$ cat config.mk
export PLATFORM = sky130hd
export DESIGN_NAME = pipe_stage_elastic_flat
export DESIGN_NICKNAME = d
export VERILOG_FILES = /design/src/rtl/pipe_stage_elastic_if.sv /design/src/rtl/pipe_stage_elastic.sv /design/src/flat_wrapper.sv
export SDC_FILE = /design/constraint.sdc
export NUM_CORES = 1
export LEC_CHECK = 0
export CAP_MARGIN = 20
export CORE_MARGIN = 2
export CORE_UTILIZATION = 38
export CTS_CLUSTER_DIAMETER = 60
export DETAILED_ROUTE_END_ITERATION = 16
export PLACE_DENSITY = 0.74
export SYNTH_ARGS = -nofsm -noshare
export SYNTH_HDL_FRONTEND = slang
export SYNTH_SLANG_ARGS = --single-unit
$ cat constraint.sdc
create_clock -name CLK -period 32.2 [get_ports CLK]
set_input_delay 6.44 -clock CLK [delete_from_list [all_inputs] [get_ports CLK]]
set_output_delay 6.44 -clock CLK [all_outputs]
set_load 0.01 [all_outputs]
$ cat src/rtl/pipe_stage_elastic_if.sv
// Valid/ready payload channel between two pipeline stages.
// The producer takes the master modport, the consumer the slave.
interface pipe_stage_elastic_if #(
   parameter int WIDTH = 160
);
   logic             valid;
   logic             ready;
   logic [WIDTH-1:0] data;

   modport master (
      output valid,
      output data,
      input  ready
   );

   modport slave (
      input  valid,
      input  data,
      output ready
   );
endinterface

$ cat src/rtl/pipe_stage_elastic.sv
// Elastic inter-stage register: 2-entry skid buffer with flush,
// sticky halt flag and a saturating flush-drop counter.
module pipe_stage_elastic #(
   parameter int               WIDTH     = 160,
   parameter logic [WIDTH-1:0] FLUSH_VAL = '0,
   parameter int               HALT_BIT  = 0,
   parameter int               DROP_W    = 8
) (
   input  logic                 CLK,
   input  logic                 RST,
   pipe_stage_elastic_if.slave  up,
   pipe_stage_elastic_if.master dn,
   input  logic                 stall,
   input  logic                 flush,
   output logic [1:0]           occupancy,
   output logic                 halt,
   output logic [DROP_W-1:0]    drop_cnt
);

   typedef enum logic [1:0] {
      EMPTY = 2'd0,
      ONE   = 2'd1,
      FULL  = 2'd2
   } state_t;

   localparam logic [DROP_W+1:0] DROP_MAX =
      {2'b00, {DROP_W{1'b1}}};

   state_t            state_q;
   logic [WIDTH-1:0]  main_q;
   logic [WIDTH-1:0]  skid_q;
   logic              halt_q;
   logic [DROP_W-1:0] drop_q;
   logic              in_fire;
   logic              out_fire;
   logic [DROP_W+1:0] drop_sum;

   // in_ready depends only on registered state and local controls,
   // never on out_ready, so no combinational path crosses the stage.
   assign up.ready = !RST && !flush && !stall && (state_q != FULL);
   assign dn.valid = (state_q != EMPTY) && !flush && !stall;
   assign dn.data  = main_q;

   assign in_fire  = up.valid && up.ready;
   assign out_fire = dn.valid && dn.ready;

   assign occupancy = state_q;
   assign halt      = halt_q;
   assign drop_cnt  = drop_q;

   assign drop_sum = {2'b00, drop_q} + {{DROP_W{1'b0}}, occupancy};

   // Buffer state, flush handling, halt capture and drop counting.
   // Stall needs no branch: it masks both fires, so everything holds.
   always_ff @(posedge CLK or posedge RST) begin
      if (RST) begin
         state_q <= EMPTY;
         main_q  <= FLUSH_VAL;
         skid_q  <= FLUSH_VAL;
         halt_q  <= 1'b0;
         drop_q  <= '0;
      end else if (flush) begin
         state_q <= EMPTY;
         main_q  <= FLUSH_VAL;
         skid_q  <= FLUSH_VAL;
         if (drop_sum > DROP_MAX) drop_q <= '1;
         else                     drop_q <= drop_sum[DROP_W-1:0];
      end else begin
         if (out_fire && main_q[HALT_BIT]) halt_q <= 1'b1;
         unique case (state_q)
            EMPTY: begin
               if (in_fire) begin
                  main_q  <= up.data;
                  state_q <= ONE;
               end
            end
            ONE: begin
               if (in_fire && out_fire) begin
                  main_q <= up.data;
               end else if (in_fire) begin
                  skid_q  <= up.data;
                  state_q <= FULL;
               end else if (out_fire) begin
                  state_q <= EMPTY;
               end
            end
            FULL: begin
               if (out_fire) begin
                  main_q  <= skid_q;
                  skid_q  <= FLUSH_VAL;
                  state_q <= ONE;
               end
            end
            default: state_q <= EMPTY;
         endcase
      end
   end

endmodule
$ cat src/flat_wrapper.sv
// flat-port wrapper written by rule: the top's interface ports become plain ports
module pipe_stage_elastic_flat 
#(
   parameter int               WIDTH     = 160,
   parameter logic [WIDTH-1:0] FLUSH_VAL = '0,
   parameter int               HALT_BIT  = 0,
   parameter int               DROP_W    = 8
)
  (CLK, RST, stall, flush, occupancy, halt, drop_cnt, up_valid, up_data, up_ready, dn_valid, dn_data, dn_ready);
  pipe_stage_elastic_if #(.WIDTH(WIDTH)) up_i ();
  pipe_stage_elastic_if #(.WIDTH(WIDTH)) dn_i ();
  input  logic CLK;
  input  logic RST;
  input  logic stall;
  input  logic flush;
  output logic [1:0] occupancy;
  output logic halt;
  output logic [DROP_W-1:0] drop_cnt;
  input wire logic [$bits(up_i.valid)-1:0] up_valid;
  input wire logic [$bits(up_i.data)-1:0] up_data;
  output wire logic [$bits(up_i.ready)-1:0] up_ready;
  output wire logic [$bits(dn_i.valid)-1:0] dn_valid;
  output wire logic [$bits(dn_i.data)-1:0] dn_data;
  input wire logic [$bits(dn_i.ready)-1:0] dn_ready;
  assign up_i.valid = up_valid;
  assign up_i.data = up_data;
  assign up_ready = up_i.ready;
  assign dn_valid = dn_i.valid;
  assign dn_data = dn_i.data;
  assign dn_i.ready = dn_ready;
  pipe_stage_elastic #(.WIDTH(WIDTH), .FLUSH_VAL(FLUSH_VAL), .HALT_BIT(HALT_BIT), .DROP_W(DROP_W)) u_core (.CLK(CLK), .RST(RST), .up(up_i), .dn(dn_i), .stall(stall), .flush(flush), .occupancy(occupancy), .halt(halt), .drop_cnt(drop_cnt));
endmodule
-- Word-level counts from Yosys, hierarchy flattened
Index checks and enable logic that the tools add are counted.
- $add $sub $neg: 1
- $mul: 0
- div/mod/pow operators: 0
- magnitude comparators: 1
- equality and inequality tests: 9
- shift-type cells: 0
- muxes and demuxes: 17
- bitwise logic cells: 1
- reduce and logical (&&, ||, !) cells: 20
- operators by type and width (kind ; count):
    $mux 160 ; 7
    $pmux 160 s3 ; 1
    $pmux 160 s2 ; 1
    $mux 2 ; 6
    $ne 3x2->1 const B ; 4
    $reduce_and 4->1 ; 3
    $gt 10x8->1 const B ; 1
    $add 8x2->9 ; 1
    $logic_and 1x1->1 ; 9
    $mux 8 ; 1
    $pmux 2 s3 ; 1
    $ne 4x2->1 const B ; 1
    $reduce_bool 4->1 ; 1
    $logic_not 1->1 ; 3
    $ne 3x3->1 const B ; 1
    $reduce_bool 3->1 ; 1
    $eq 2x1->1 const B ; 1
    $eq 2x2->1 const B ; 1
    $logic_not 2->1 ; 1
    $ne 2x2->1 const B ; 1
    $reduce_and 2->1 ; 1
    $reduce_bool 2->1 ; 1
    $not 1->1 ; 1
- register bits after elaboration: 331
- latch bits: 0
- bits in writable memories: 0
- ROM bits: 0
- logic and storage cells: 54
- memories kept: 0

-- Logic depth before layout (Yosys ltp)
- depth in word-level cells: 9
- mapped depth: 7

-- Least setup slack after synthesis
Ideal clock, no wire load.
- path type: input-to-output
- start: in flush
- end: out dn_valid
- arrival: 7.004 ns
- data required time: 25.760 ns
- slack: 18.756 ns
- cell stages on the path: 2
- path buffers: 1
- cells stage by stage: clkbuf_1 -> nor3_1
- longest elaborated chain between the ends: 3
- ends and longest elaborated chain (item ; line ; source):
    from (decl) ; flat_wrapper.sv:15 ; input logic flush;
    $logic_not 1->1 ; pipe_stage_elastic.sv:41 ; assign dn.valid = (state_q != EMPTY) && !flush && !stall;
    $logic_and 1x1->1 (2 in a row) ; pipe_stage_elastic.sv:41 ;
    to (decl) ; flat_wrapper.sv:22 ; output wire logic [$bits(dn_i.valid)-1:0] dn_valid;
No other way between the ends.

-- Final worst setup path
Ends and elaborated chain as after synthesis.

==> flow_summary.toml <==
[logic_synthesis]
ys_seq_area_frac = 0.556
syn_nets = 1664
syn_inst = 1495
yosys_warnings = 0
synthArstFlopShare = 1.00
synth_cell_types = 30
syn-cell-area_sq_mm = 0.0149
ys_ff_latch = 331
syn_avg_cell_area_sq_um = 9.97
synth_flop_cell = "dfrtp_1"
synth_edf_count = 0

[run]
max_cap_violations = 0

[cts]
cts_tree = "yes"
clock_path_buffers = 3
hold_buffers = 0
cts_root_buffer = "clkbuf_16"
cts_resized = 0
clock_latency_ps = 540
postCtsSetupBuffers = 0
cts_inserted_buffers = 38
cts-htree-levels = 2
clkTransAtPathRegs_ps = 60
cts.sink_count = 331

[power_and_ir_drop]
power_frac_seq = 0.454
p_leak_nw = 8.70
p_int_mw = 0.740
power.density_mw_per_mm2 = 50.2
clkPwrFrac = 0.412
swShare = 0.253
p_sw_mw = 0.250
ir_drop_v = 0.0000333
p_comb_frac = 0.135

[worst_setup_path]
path_class = "input port to output port"
arrival_ps = 8440
crit_path_end_kind = "output port"
endpoint = "dn_valid"
cp-start-kind = "input port"
r2r_end = "u_core.skid_q[108]"
required_ps = 25760
crit_start = "flush"
timing.rr.start = "u_core.occupancy[0]"
rrSetupSlack_ps = 28710
rr_worst_depth = 6
worstPathMaxFanout = 62

[floorplan]
core_sq_mm = 0.0386
start_util = 0.386
ios = 339
dieWidth_um = 202
fp.dieArea_sq_mm = 0.0408
die_y_um = 202
row_count = 72

[route]
ant_nets = 0
viasPerCell = 5.43
via_count = 12500
wl_um = 42900
drtIter0Drc = 736
drt-pass1-iter-count = 5
drc_errors = 0
routedWlPerCell_um = 18.7

[timing]
fmax_mhz = 67.2
report.final.slew_viol_count = 0
finalHoldViolCount = 0
min_period_ps = 14880
tns_ps = 0
worst_slew_pin_slew_ps = 1110
timing.final.crit_share = 0.462
rsz0062_at_grt = "no"
slew_headroom = 0.263
fin_skew_ps = 12.8
setup_viol = 0

[cells_and_area]
final_nets = 1920
multi_input_area_sq_mm = 0.00602
ff_latch_area_sq_mm = 0.00828
final_common_cell = "clkdlybuf4s50_1"
fillCellCount = 3441
instances_no_fill = 2294
final_cell_mix = "clkdlybuf4s50_1, dfrtp_1, nand2_1, nand3_1, mux2i_1"
drive_gt1_frac = 0.0468
areaGrowthSynthToFinish_pct = 32.3

[global_route]
track_usage = 0.209
antenna_found_initial = 4
grt_max_degree = 213
grt_first_pass_wirelength_um = 69100
grt_pass1_vias = 12500
gr-total-overflow = 0

[placement]
place.gp.congestion = 0.793
dp.cells = 2228
dp_hpwl_um = 26000
port_buffers = 338

[min_path]
hp-class = "register to register"

[run_status]
outcome = "completed"
## power groups by stage
stage | Sequential (mW) | Clock, mW | Combinational (mW)
CTS | 0.449 | 0.420 | 0.135
global placement | 0.456 | 0 | 0.132
finish | 0.449 | 0.407 | 0.133
global route | 0.452 | 0.434 | 0.145
floorplan | 0.463 | 0 | 0.0464
detailed placement | 0.456 | 0 | 0.134
## through the flow
stage               total power, mW  hold slack, ps   util  setup slack [ps]  area, sq um
floorplan                     0.510             467      -             16590        14900
CTS                            1.00             478  0.510             17310        19700
detailed placement            0.590             462  0.479             17320        18500
finish                        0.990             472  0.510             17320        19700
global route                   1.03             498  0.510             17190        19700
global placement              0.588             457  0.479             17350        18500
## sequential cells by signal, indices dropped and copies added (netlist names)
| signal | flops |
|---|---|
| u_core.dn.data | 160 |
| u_core.drop_cnt | 8 |
| u_core.skid_q | 160 |
| u_core.occupancy | 2 |
| u_core.halt | 1 |
## critical path, cell delays in order
cell and delay (ps):
buf_6 390, buf_4 760, nor3_1 190, clkdlybuf4s50_1 570
## logic make-up after synthesis
| logic type | share of synthesized area |
|---|---|
| AO/OA/AOI/OAI | 0.0859 |
| XOR/XNOR | 0.00118 |
| adder cells (fa/ha/maj) | 0.00302 |
| buffers and inverters | 0.0429 |
| flip-flops | 0.556 |
| multiplexers | 0.110 |
| AND/OR/NAND/NOR | 0.201 |
## cells in the mapped netlist, types with 2 or more instances
cell type,number,share of area
a31oi_1,2,0.00084
o31ai_1,160,0.081
mux2i_1,164,0.11
clkbuf_1,69,0.017
nand3_1,322,0.11
xnor2_1,2,0.0012
nand2b_1,3,0.0013
nand2_1,328,0.083
buf_2,67,0.022
ha_1,2,0.0017
and3_1,3,0.0013
dfrtp_1,331,0.56
a21oi_1,4,0.0013
nor2b_1,5,0.0021
inv_1,5,0.0013
nor3_1,3,0.0010
nor2_1,8,0.0020
buf_1,5,0.0013
## worst min path at each step
stage	startpoint	to	slack (ps)	cells after the start
final	u_core.dn.data[109]	u_core.dn.data[109]	470	2
after global routing	u_core.dn.data[103]	u_core.dn.data[103]	500	2
after CTS	u_core.dn.data[78]	u_core.dn.data[78]	480	2
after detailed placement	u_core.halt	u_core.halt	460	1
after global placement	u_core.halt	u_core.halt	460	1
after floorplan	u_core.skid_q[0]	u_core.skid_q[0]	470	2
## metal layers
layer	GRT usage	part of all wire	wire length, um
met1	0.272	0.41	17600
met2	0.336	0.48	20600
met3	0.0505	0.074	3160
met4	0.0827	0.035	1520
met5	0	0	0
## final cells by class
cell class                 count  area share
timing repair buffer         358       0.181
tap                          518      0.0329
clock inverter                 9     0.00311
clock buffer                  54      0.0559
inverter                       5     0.00133
sequential                   331       0.420
antenna                        2    0.000254
multi-input combinational   1017       0.305
Power figures use the tool's default switching activity.
